File: src/rtl/game_sequencer_if.sv
// Signal bundle between the game sequencer and its surroundings (video timing,
// ball engine, buttons, score display).
interface game_sequencer_if;
    logic       i_VSync;
    logic       i_Start;
    logic       i_Miss_Left;
    logic       i_Miss_Right;
    logic       o_Ball_Enable;
    logic       o_Ball_Reset;
    logic       o_Serve_Dir;
    logic [3:0] o_Score_Left;
    logic [3:0] o_Score_Right;
    logic       o_Game_Over;
    logic [2:0] o_State;
    logic       o_Frame_Tick;

    modport master (
        output i_VSync, i_Start, i_Miss_Left, i_Miss_Right,
        input  o_Ball_Enable, o_Ball_Reset, o_Serve_Dir, o_Score_Left,
        input  o_Score_Right, o_Game_Over, o_State, o_Frame_Tick
    );

    modport slave (
        input  i_VSync, i_Start, i_Miss_Left, i_Miss_Right,
        output o_Ball_Enable, o_Ball_Reset, o_Serve_Dir, o_Score_Left,
        output o_Score_Right, o_Game_Over, o_State, o_Frame_Tick
    );
endinterface

File: src/rtl/game_sequencer.sv
// Pong-style game flow: idle, serve hold, play, point pause and game over,
// paced by frame ticks taken from the falling edge of VSync.
module game_sequencer #(
    parameter int SERVE_FRAMES  = 60,
    parameter int SCORED_FRAMES = 90,
    parameter int WIN_SCORE     = 9
) (
    input  logic              i_Clk,
    input  logic              i_Rst,
    game_sequencer_if.slave   bus
);
    typedef enum logic [2:0] {
        IDLE   = 3'd0,
        SERVE  = 3'd1,
        PLAY   = 3'd2,
        SCORED = 3'd3,
        OVER   = 3'd4
    } state_t;

    localparam logic [7:0] SERVE_N  = 8'(SERVE_FRAMES);
    localparam logic [7:0] SCORED_N = 8'(SCORED_FRAMES);
    localparam logic [3:0] WIN_N    = 4'(WIN_SCORE);

    // Output mode word: {ball_enable, ball_reset, game_over}
    function automatic logic [2:0] mode_of(input state_t s);
        case (s)
            PLAY:    return 3'b100;
            OVER:    return 3'b011;
            default: return 3'b010;
        endcase
    endfunction

    function automatic logic [3:0] sat_inc(input logic [3:0] s);
        return (s == 4'hF) ? s : s + 4'd1;
    endfunction

    state_t     state;
    logic [2:0] mode;
    logic [7:0] cnt;
    logic [3:0] score_l;
    logic [3:0] score_r;
    logic       serve_dir;
    logic       vsync_p1;
    logic       start_p1;
    logic       start_armed;
    logic       tick_p1;
    logic       frame_tick;
    logic       start_ev;

    // A button still held when reset releases stays disarmed until it is let go.
    assign frame_tick = vsync_p1 & ~bus.i_VSync;
    assign start_ev   = bus.i_Start & ~start_p1 & start_armed;

    always_ff @(posedge i_Clk) begin
        if (i_Rst) begin
            state       <= IDLE;
            mode        <= mode_of(IDLE);
            cnt         <= 8'd0;
            score_l     <= 4'd0;
            score_r     <= 4'd0;
            serve_dir   <= 1'b0;
            vsync_p1    <= 1'b1;
            start_p1    <= 1'b0;
            start_armed <= ~bus.i_Start;
            tick_p1     <= 1'b0;
        end else begin
            vsync_p1 <= bus.i_VSync;
            start_p1 <= bus.i_Start;
            tick_p1  <= frame_tick;
            if (!bus.i_Start) start_armed <= 1'b1;

            case (state)
                IDLE: begin
                    if (start_ev) begin
                        score_l   <= 4'd0;
                        score_r   <= 4'd0;
                        serve_dir <= 1'b0;
                        cnt       <= 8'd0;
                        state     <= SERVE;
                        mode      <= mode_of(SERVE);
                    end
                end
                SERVE: begin
                    if (frame_tick) begin
                        if (cnt + 8'd1 == SERVE_N) begin
                            cnt   <= 8'd0;
                            state <= PLAY;
                            mode  <= mode_of(PLAY);
                        end else begin
                            cnt <= cnt + 8'd1;
                        end
                    end
                end
                PLAY: begin
                    // Simultaneous misses are a void rally: re-serve the other way.
                    if (bus.i_Miss_Left && bus.i_Miss_Right) begin
                        serve_dir <= ~serve_dir;
                        cnt       <= 8'd0;
                        state     <= SERVE;
                        mode      <= mode_of(SERVE);
                    end else if (bus.i_Miss_Left) begin
                        score_r   <= sat_inc(score_r);
                        serve_dir <= 1'b0;
                        cnt       <= 8'd0;
                        state     <= SCORED;
                        mode      <= mode_of(SCORED);
                    end else if (bus.i_Miss_Right) begin
                        score_l   <= sat_inc(score_l);
                        serve_dir <= 1'b1;
                        cnt       <= 8'd0;
                        state     <= SCORED;
                        mode      <= mode_of(SCORED);
                    end
                end
                SCORED: begin
                    if (frame_tick) begin
                        if (cnt + 8'd1 == SCORED_N) begin
                            cnt <= 8'd0;
                            if (score_l == WIN_N || score_r == WIN_N) begin
                                state <= OVER;
                                mode  <= mode_of(OVER);
                            end else begin
                                state <= SERVE;
                                mode  <= mode_of(SERVE);
                            end
                        end else begin
                            cnt <= cnt + 8'd1;
                        end
                    end
                end
                OVER: begin
                    if (start_ev) begin
                        score_l <= 4'd0;
                        score_r <= 4'd0;
                        cnt     <= 8'd0;
                        state   <= SERVE;
                        mode    <= mode_of(SERVE);
                    end
                end
                default: begin
                    state <= IDLE;
                    mode  <= mode_of(IDLE);
                end
            endcase
        end
    end

    assign bus.o_Ball_Enable = mode[2];
    assign bus.o_Ball_Reset  = mode[1];
    assign bus.o_Game_Over   = mode[0];
    assign bus.o_Serve_Dir   = serve_dir;
    assign bus.o_Score_Left  = score_l;
    assign bus.o_Score_Right = score_r;
    assign bus.o_State       = state;
    assign bus.o_Frame_Tick  = tick_p1;
endmodule

File: src/flat_wrapper.sv
// flat-port wrapper written by rule: the top's interface ports become plain ports
module game_sequencer_flat 
#(
    parameter int SERVE_FRAMES  = 60,
    parameter int SCORED_FRAMES = 90,
    parameter int WIN_SCORE     = 9
)
  (i_Clk, i_Rst, bus_i_VSync, bus_i_Start, bus_i_Miss_Left, bus_i_Miss_Right, bus_o_Ball_Enable, bus_o_Ball_Reset, bus_o_Serve_Dir, bus_o_Score_Left, bus_o_Score_Right, bus_o_Game_Over, bus_o_State, bus_o_Frame_Tick);
  game_sequencer_if bus_i ();
  input  logic i_Clk;
  input  logic i_Rst;
  input wire logic [$bits(bus_i.i_VSync)-1:0] bus_i_VSync;
  input wire logic [$bits(bus_i.i_Start)-1:0] bus_i_Start;
  input wire logic [$bits(bus_i.i_Miss_Left)-1:0] bus_i_Miss_Left;
  input wire logic [$bits(bus_i.i_Miss_Right)-1:0] bus_i_Miss_Right;
  output wire logic [$bits(bus_i.o_Ball_Enable)-1:0] bus_o_Ball_Enable;
  output wire logic [$bits(bus_i.o_Ball_Reset)-1:0] bus_o_Ball_Reset;
  output wire logic [$bits(bus_i.o_Serve_Dir)-1:0] bus_o_Serve_Dir;
  output wire logic [$bits(bus_i.o_Score_Left)-1:0] bus_o_Score_Left;
  output wire logic [$bits(bus_i.o_Score_Right)-1:0] bus_o_Score_Right;
  output wire logic [$bits(bus_i.o_Game_Over)-1:0] bus_o_Game_Over;
  output wire logic [$bits(bus_i.o_State)-1:0] bus_o_State;
  output wire logic [$bits(bus_i.o_Frame_Tick)-1:0] bus_o_Frame_Tick;
  assign bus_i.i_VSync = bus_i_VSync;
  assign bus_i.i_Start = bus_i_Start;
  assign bus_i.i_Miss_Left = bus_i_Miss_Left;
  assign bus_i.i_Miss_Right = bus_i_Miss_Right;
  assign bus_o_Ball_Enable = bus_i.o_Ball_Enable;
  assign bus_o_Ball_Reset = bus_i.o_Ball_Reset;
  assign bus_o_Serve_Dir = bus_i.o_Serve_Dir;
  assign bus_o_Score_Left = bus_i.o_Score_Left;
  assign bus_o_Score_Right = bus_i.o_Score_Right;
  assign bus_o_Game_Over = bus_i.o_Game_Over;
  assign bus_o_State = bus_i.o_State;
  assign bus_o_Frame_Tick = bus_i.o_Frame_Tick;
  game_sequencer #(.SERVE_FRAMES(SERVE_FRAMES), .SCORED_FRAMES(SCORED_FRAMES), .WIN_SCORE(WIN_SCORE)) u_core (.i_Clk(i_Clk), .i_Rst(i_Rst), .bus(bus_i));
endmodule
File: config.mk
export PLATFORM = sky130hd
export DESIGN_NAME = game_sequencer_flat
export DESIGN_NICKNAME = d
export VERILOG_FILES = /design/src/rtl/game_sequencer_if.sv /design/src/rtl/game_sequencer.sv /design/src/flat_wrapper.sv
export SDC_FILE = /design/constraint.sdc
export NUM_CORES = 1
export LEC_CHECK = 0
export CAP_MARGIN = 5
export CORE_MARGIN = 5
export CORE_UTILIZATION = 58
export DETAILED_ROUTE_END_ITERATION = 16
export MAX_ROUTING_LAYER = met4
export PLACE_DENSITY = 0.84
export SLEW_MARGIN = 5
export SYNTH_ARGS = -nofsm -noshare
export SYNTH_HDL_FRONTEND = slang
export SYNTH_SLANG_ARGS = --single-unit
File: constraint.sdc
create_clock -name i_Clk -period 4.85 [get_ports i_Clk]
set_input_delay 0.7275 -clock i_Clk [delete_from_list [all_inputs] [get_ports i_Clk]]
set_output_delay 0.7275 -clock i_Clk [all_outputs]
set_load 0.02 [all_outputs]
---- Word-level counts from Yosys, hierarchy flattened ----
Index checks and enable logic that the tools add are counted.
Widths: inputs -> output; s select.
operators by class
  equality and inequality tests ........... 24
  add/subtract/negate cells ............... 3
  reduce and logical (&&, ||, !) cells .... 12
  muxes and demuxes ....................... 46
  bitwise logic cells ..................... 7
operators with widths
  kind                 count
  $mux 8               8
  $mux 3               17
  $mux 4               8
  $pmux 8 s4           1
  $pmux 3 s4           2
  $eq 4x4->1 const B   4
  $pmux 4 s2           2
  $ne 2x2->1 const B   7
  $ne 2x1->1 const B   6
  $reduce_and 6->1     2
  $reduce_and 5->1     2
  $add 4x1->4 const B  2
  $add 8x1->8 const B  1
  $eq 8x6->1 const B   1
  $eq 8x7->1 const B   1
  $mux 1               7
  $eq 3x2->1 const B   2
  $ne 4x3->1 const B   1
  $not 1->1            4
  $reduce_bool 2->1    2
  $reduce_bool 4->1    1
  $and 1x1->1          3
  $eq 3x1->1 const B   1
  $eq 3x3->1 const B   1
  6 further kinds      6
storage, ports and cells
  flip-flop bits (word level) ............. 27
  output and inout bits ................... 16
  logic and storage cells ................. 102
  input port bits ......................... 6

---- Logic depth before layout (Yosys ltp) ----
Gate-level depths: netlist of run 1.
  depth in word-level cells ............... 6
  mapped depth ............................ 8
  depth with buffers taken out ............ 7

---- Worst setup path before layout of run 1 ----
Ideal clock, no wire load.
  path type ............................... reg2reg
  start point ............................. register u_core.cnt[0]
  end point ............................... register u_core.cnt[4]
  setup slack ............................. 2594 ps
  required time ........................... 4733 ps
  arrival ................................. 2138 ps
  clock period less this slack ............ 2256 ps
  cell stages (with the launch flop) ...... 8
  path buffers ............................ 0
  library setup time ...................... 117 ps
  path through ............................ dfxtp_1 > ha_1 > nand3_1 > or3_4 > a2111oi_4 > and2_1 > o21ai_1 > a32o_1
between the ends
  cells in the longest elaborated chain, start to end .. 5
  elaborated cells on any way between the ends .. 8
  classes of those cells .................. 1 x add/sub; 2 x eq/ne; 5 x mux
RTL lines
  item                                      line                                         RTL
  start: declaration                        game_sequencer.sv:39                         logic [7:0] cnt;
  start signal: assignment                  game_sequencer.sv:90                         cnt <= cnt + 8'd1;
  start signal: assignment                  game_sequencer.sv:127                        cnt <= cnt + 8'd1;
  $add 8x1->8 (*)                           n/a
  $eq 8x7->1 or $eq 8x6->1 (tied branches)  game_sequencer.sv:117, game_sequencer.sv:85
  $mux 8, on equally long branches          game_sequencer.sv:117, game_sequencer.sv:85
  $mux 8, on equally long branches          game_sequencer.sv:116, game_sequencer.sv:84
  $pmux 8 s4 (*)                            game_sequencer.sv:72                         case (state)
Mark *: on every way between the ends. The rest lies on a longest branch, timed or not. The select of a mux whose other input is x is not followed.
A chain may end at the register's enable or synchronous reset.

---- Worst setup path after layout of run 1 ----
Ends and elaborated chain as after synthesis.

==> metrics.cfg, run 1 <==
[final_layout]
finalNonFillerCells = 237
layout-drive-gt1-share = 0.04348
fin_nets = 221
syn_to_final_growth_pct = 15.51
n_antenna_cell = 0

[global_routing]
grt_pass1_wl_um = 6499
grt-ovfl-total = 0
grt_max_degree = 18
first_global_vias = 1510
antenna_found_initial = 0
grt.total_usage = 0.2287

[place]
gp_congestion = 0.8994
dpl.hpwl_um = 2781
dp.cells = 233
port_buffers = 21

[setup_path]
path_class = register to register
critical_path.max_fanout = 9
r2r_cells = 7
ff2ff_setup_slack_ns = 2.29
arrival_ns = 2.79
required_ns = 5.08
cp-start-kind = register
worstSetupEndpointType = register

[sta]
max_freq_ghz = 0.3900
skew_ns = 0.006384
fin_hold_ws_ns = 0.4465
rsz0062_at_grt = no
fin_crit_ns = 2.564
worstMarginPinSlew_ns = 0.9917
slew_viol_final = 0
final-setup-viol-count = 0
slew_headroom = 0.3332
fin_tns_setup_ns = 0
hold_violations = 0
finalCritPeriodShare = 0.5287

[synth]
synth_edf_count = 1
synth-compound-area-share = 0.2358
syn_inst = 190
ys_seq_area_frac = 0.3517
synth_area_mm2 = 0.001565
ys_ff_latch = 27
synth_top_family_by_area = simple AND/OR/NAND/NOR gates
yosys.area_share.adder = 0.05596
avgSynthCellArea_um2 = 8.238
synth_fp_nets = 203
yosys_warnings = 0
synth_flop_cell = dfxtp_1
synth_mux_area_frac = 0.02558
synthSimpleGateAreaFrac = 0.2478
synthDistinctLibCells = 49
async_flop_share = 0
synth_xor_area_frac = 0.03917

[route]
ant_nets = 0
routed_wl_um = 3656
wire_per_inst_um = 15.43
first_iter_violations = 136
drtPass1Iterations = 4
drt-vias-per-instance = 6.295
remaining_drc_errors = 0
num_vias = 1492

[floorplan]
ios = 22
die_h_um = 61.95
initial_core_util = 0.6205
fp-row-count = 18
core_mm2 = 0.002522
die_w_um = 61.95
die_area_mm2 = 0.003838

[clocking]
cts-root-buf = clkbuf_4
clock-sinks = 27
cts_setup_buffers = 0
htreeDepth = 1
cts_tree = built
cts_resized = 0
path_clk_slew_ns = 0.14
holdBufCountCts = 0
cts_buffers = 3
clk_path_buf_depth = 2
clk_latency_ns = 0.33

[hold_path]
whs_path_depth = 2
hold_path.class = register to register

[power_and_ir_drop]
peakVddDrop_mv = 0.3437
p_leak_nw = 0.6663
powerDensity_mw_per_mm2 = 380.4
total_power_mw = 0.6877

[outcome]
outcome = complete, no violations

[job]
maxCapViolations = 0

[layer usage]
metal,global-route usage,share of wire
met5,-,0
met1,0.2828,0.45
met3,0.04959,0.056
met4,0.06061,0.0082
met2,0.3757,0.49
[Yosys cell counts, types with 2 or more instances]
cell type / number / area [um2]
inv_1: 10 / 37.54
o21ai_0: 4 / 20.02
nor3_1: 9 / 45.04
nand2b_1: 3 / 18.77
and3_1: 2 / 12.51
xor2_1: 4 / 35.03
nand3b_1: 2 / 15.01
o31ai_1: 4 / 30.03
mux2i_1: 4 / 40.04
o21ai_1: 2 / 10.01
and2_1: 3 / 18.77
nand2_1: 17 / 63.81
clkbuf_1: 7 / 26.28
a21oi_1: 13 / 65.06
nand4_1: 6 / 37.54
a211oi_1: 2 / 15.01
a32o_1: 2 / 20.02
a22oi_1: 2 / 15.01
dfxtp_1: 26 / 520.5
nor2b_1: 3 / 18.77
a21o_1: 3 / 22.52
ha_1: 7 / 87.58
or2_2: 2 / 12.51
nand3_1: 8 / 40.04
xnor2_1: 3 / 26.28
nor2_1: 19 / 71.32
[cell usage in the layout (no fill, tap or decap), drive strengths merged, types with 2 or more instances in the layout]
master         instances
ha                     7
o21ai                  6
nor2b                  3
dfxtp                 26
nand2b                 3
and3                   2
a211oi                 2
or2                    2
a32o                   2
inv                   10
a31o                   2
nor2                  19
xor2                   4
a22oi                  2
and2                   3
clkdlybuf4s50         21
xnor2                  3
mux2i                  4
a21oi                 13
nand3                  8
nand2                 17
a21o                   3
nand3b                 2
nor3                   9
o221ai                 2
o31ai                  4
nand4                  6
clkbuf                 4
[cells by family (layout without fill, tap and decap cells)]
kind of cell | count (synthesis) | after routing
buf+inv | 18 | 35
mux | 4 | 4
compound gates | 49 | 49
flops | 27 | 27
simple gates | 78 | 78
xor+xnor | 7 | 7
fa+ha+maj | 7 | 7
[sequential cells by signal, summed over array words and instances (netlist names)]
signal,count
u_core.cnt,8
u_core.bus.o_Score_Left,4
u_core.bus.o_State,3
u_core.start_p1,1
u_core.bus.o_Frame_Tick,1
u_core.bus.o_Score_Right,4
u_core.mode,3
u_core.bus.o_Serve_Dir,1
u_core.start_armed,1
u_core.vsync_p1,1
[worst max-delay path, stage by stage (launching register included)]
cell       delay (ns)
dfxtp_1          0.53
ha_1             0.32
nand3_1          0.18
or3_4            0.43
a2111oi_4        0.45
and2_1           0.18
o21ai_1          0.10
a32o_1           0.27
[power by group]
group / total (mW) / internal [mW] / switching, mW
Sequential: 0.291 / 0.246 / 0.0453
Clock: 0.0975 / 0.0323 / 0.0652
Combinational: 0.299 / 0.122 / 0.177
[layout make-up]
cell class | count | area, um2
tap | 30 | 37.54
multi-input combinational | 145 | 945.9
clock buffer | 4 | 26.28
inverter | 10 | 37.54
timing repair buffer | 21 | 210.2
fill | 220 | 714.4
sequential | 27 | 550.5
[stage by stage]
step	util	area, um2	setup slack (ns)
after floorplan	-	1565	2.594
after detailed placement	0.7063	1782	2.124
after CTS	0.7168	1808	2.310
after global routing	0.7168	1808	2.169
after global placement	0.7063	1782	2.273
final	0.7168	1808	2.286
[path summary, 6_finish.rpt]
path / from / endpoint
hold reg to reg: u_core.vsync_p1$_SDFF_PP1_ / u_core.bus.o_Frame_Tick$_SDFF_PP0_
hold / removal: u_core.vsync_p1$_SDFF_PP1_ / u_core.bus.o_Frame_Tick$_SDFF_PP0_
setup / recovery: u_core.cnt[0]$_SDFFE_PP0P_ / u_core.cnt[4]$_SDFFE_PP0P_
setup reg to reg: u_core.cnt[0]$_SDFFE_PP0P_ / u_core.cnt[4]$_SDFFE_PP0P_
Power figures use the tool's default switching activity.
==> run 2: changes to the inputs <==
CORE_UTILIZATION = 54   (was 58)
PLACE_DENSITY = 0.79   (was 0.84)
clock period = 2.68 ns   (was 4.85 ns; I/O delays follow)
==> run 2 against run 1 <==
  * Clock skew increased by 0.0040 ns
  * Highest routed layer unchanged
  * Utilization down 5.3 points
  * Global-route usage decreased by 2.9 points
  * Cell count grew 1.7%
  * Critical endpoint unchanged
  * Worst setup slack worse by 2.0 ns
  * Die area up 6.2%
  * Non-clock buffer count increased by 3
  * Clock-buffer cell count did not move
==> metrics.cfg, run 2 (synthesized netlist as in run 1, its figures left out) <==
[final_layout]
final_cell_mix = dfxtp_1, clkdlybuf4s50_1, nor2_1  ; unchanged
fin_nets = 224  ; was 221
n_antenna_cell = 0  ; unchanged
fin_area_mm2 = 0.001832  ; was 0.001808 mm2
final_common_cell = dfxtp_1  ; unchanged
largest_reg_flops = 8  ; unchanged
layout-drive-gt1-share = 0.05714  ; was 0.04348
regMostFlops = u_core.cnt  ; unchanged
syn_to_final_growth_pct = 17.03  ; was 15.51%

[clocking]
htreeDepth = 1  ; unchanged
path_clk_slew_ns = 0.14  ; about the same
cts_resized = 0  ; unchanged
clk_path_buf_depth = 2  ; unchanged
holdBufCountCts = 0  ; unchanged
cts-root-buf = clkbuf_4  ; unchanged
cts_buffers = 3  ; unchanged
cts_setup_buffers = 0  ; unchanged
clk_latency_ns = 0.32  ; was 0.33 ns
cts_tree = built  ; unchanged
clock-sinks = 27  ; unchanged

[setup_path]
worstSetupEndpointType = register  ; unchanged
r2r-end = u_core.cnt[4]$_SDFFE_PP0P_  ; unchanged
r2r_start = u_core.cnt[1]$_SDFFE_PP0P_  ; was u_core.cnt[0]$_SDFFE_PP0P_
slowest_stage = dfxtp_1  ; unchanged
critical_path.max_fanout = 7  ; was 9
cp-startpoint = u_core.cnt[1]$_SDFFE_PP0P_  ; was u_core.cnt[0]$_SDFFE_PP0P_
crit_path_end = u_core.cnt[4]$_SDFFE_PP0P_  ; unchanged
cp-start-kind = register  ; unchanged
r2r_cells = 7  ; unchanged
critPathMaxStageDelay_ns = 0.46  ; was 0.53 ns
required_ns = 2.91  ; was 5.08 ns
path_class = register to register  ; unchanged
path_cells = ha_1, nand3_1, or3_4, a2111oi_4, and2_1, o21ai_1, a32o_1  ; unchanged
arrival_ns = 2.66  ; was 2.79 ns
ff2ff_setup_slack_ns = 0.24  ; was 2.29 ns

[floorplan]
ios = 22  ; unchanged
die_w_um = 63.84  ; was 61.95 um
die_h_um = 63.84  ; was 61.95 um
core_mm2 = 0.002758  ; was 0.002522 mm2
fp-row-count = 19  ; was 18
die_area_mm2 = 0.004076  ; was 0.003838 mm2
initial_core_util = 0.5676  ; was 0.6205

[place]
place_area_mm2 = 0.001805  ; was 0.001782 mm2
dpl.hpwl_um = 2920  ; was 2781 um
gp_congestion = 0.9012  ; was 0.8994
port_buffers = 21  ; unchanged

[power_and_ir_drop]
seqPwrFrac = 0.412  ; was 0.424
peakVddDrop_mv = 0.5648  ; was 0.3437 mV
p_comb_frac = 0.452  ; was 0.435
clock_power_share = 0.136  ; was 0.142
power.switching_mw = 0.5336  ; was 0.2878 mW
p_int_mw = 0.7403  ; was 0.3999 mW
p_leak_nw = 0.6812  ; was 0.6663 nW
swShare = 0.4189  ; was 0.4185
powerDensity_mw_per_mm2 = 695.4  ; was 380.4 mW/mm2

[global_routing]
grt.total_usage = 0.2001  ; was 0.2287
grt-ovfl-total = 0  ; unchanged
antenna_found_initial = 0  ; unchanged
grt_pass1_wl_um = 6575  ; was 6499 um
grt_max_degree = 17  ; was 18
first_global_vias = 1493  ; was 1510

[route]
drtPass1Iterations = 4  ; unchanged
remaining_drc_errors = 0  ; unchanged
first_iter_violations = 71  ; was 136
drt-vias-per-instance = 6.083  ; was 6.295
routed_wl_um = 3808  ; was 3656 um
num_vias = 1466  ; was 1492
ant_nets = 0  ; unchanged
wire_per_inst_um = 15.80  ; was 15.43 um

[sta]
slew_viol_final = 0  ; unchanged
slew_headroom = 0.3008  ; was 0.3332
max_freq_ghz = 0.4102  ; was 0.3900 GHz
fin_crit_ns = 2.438  ; was 2.564 ns
worstMarginPinSlew_ns = 1.040  ; was 0.9917 ns
skew_ns = 0.01041  ; was 0.006384 ns
hold_violations = 0  ; unchanged
rsz0062_at_grt = no  ; unchanged
finalCritPeriodShare = 0.9097  ; was 0.5287
final-setup-viol-count = 0  ; unchanged
fin_tns_setup_ns = 0  ; unchanged

[hold_path]
hold_path.class = register to register  ; unchanged

[outcome]
outcome = complete, no violations  ; unchanged

[job]
maxCapViolations = 0  ; unchanged

-- run 2: cell types whose count changed in the layout (fill, tap and decap cells not counted), sizes merged --
| cell | previous run | this run |
|---|---|---|
| buf | 0 | 3 |
-- run 2: routing by layer --
metal / vias to the layer above / wire length (um) / share of wire / track usage
met5: - / 0 / 0 / -
met4: 0 / 55 / 0.014 / 0.07013
met3: 7 / 130 / 0.034 / 0.03503
met2: 37 / 1823 / 0.48 / 0.3254
met1: 692 / 1798 / 0.47 / 0.2481
li1: 730 / - / - / -
-- run 2: area by class of cell --
class,count,area (um2)
clock buffers,4,26.28
fillers,239,925.9
inverters,10,37.54
multi-input cells,145,945.9
flip-flops and latches,27,550.5
well taps,31,38.79
repair buffers,24,232.7
-- run 2: how the worst min path moves through the flow --
stage,cells past startpoint,to,slack (ns),start
2_1_floorplan,2,u_core.bus.o_Frame_Tick$_SDFF_PP0_,0.41,u_core.vsync_p1$_SDFF_PP1_
3_3_place_gp,2,u_core.bus.o_Frame_Tick$_SDFF_PP0_,0.43,u_core.vsync_p1$_SDFF_PP1_
3_5_place_dp,2,u_core.bus.o_Frame_Tick$_SDFF_PP0_,0.45,u_core.vsync_p1$_SDFF_PP1_
4_1_cts,2,u_core.bus.o_Frame_Tick$_SDFF_PP0_,0.47,u_core.vsync_p1$_SDFF_PP1_
5_1_grt,2,u_core.bus.o_Frame_Tick$_SDFF_PP0_,0.49,u_core.vsync_p1$_SDFF_PP1_
6_report,2,u_core.bus.o_Frame_Tick$_SDFF_PP0_,0.47,u_core.vsync_p1$_SDFF_PP1_
-- run 2: stage by stage --
step / utilization / setup slack [ns] / hold WS (ns) / total power [mW] / instances
final: 0.6642 / 0.2419 / 0.4659 / 1.274 / 241
after CTS: 0.6642 / 0.2297 / 0.4668 / 1.271 / 241
after global placement: 0.6547 / 0.3460 / 0.4328 / 1.071 / 237
after global routing: 0.6642 / 0.04749 / 0.4878 / 1.369 / 241
after floorplan: - / 0.4241 / 0.4084 / 0.9099 / 190
after detailed placement: 0.6547 / 0.2348 / 0.4452 / 1.097 / 237
-- run 2: power by group through the flow --
| stage | combinational, mW | clock [mW] | sequential (mW) |
|---|---|---|---|
| floorplan | 0.373 | 0 | 0.537 |
| finish | 0.575 | 0.174 | 0.525 |
| CTS | 0.571 | 0.179 | 0.522 |
| detailed placement | 0.568 | 0 | 0.530 |
| global placement | 0.549 | 0 | 0.523 |
| global route | 0.628 | 0.207 | 0.534 |
-- run 2: worst max-delay path, delay by kind of cell (launching register included) --
family          cells  cell delay [ns]
compound gates      3             0.78
simple gates        3             0.80
fa+ha+maj           1             0.31
flops               1             0.46
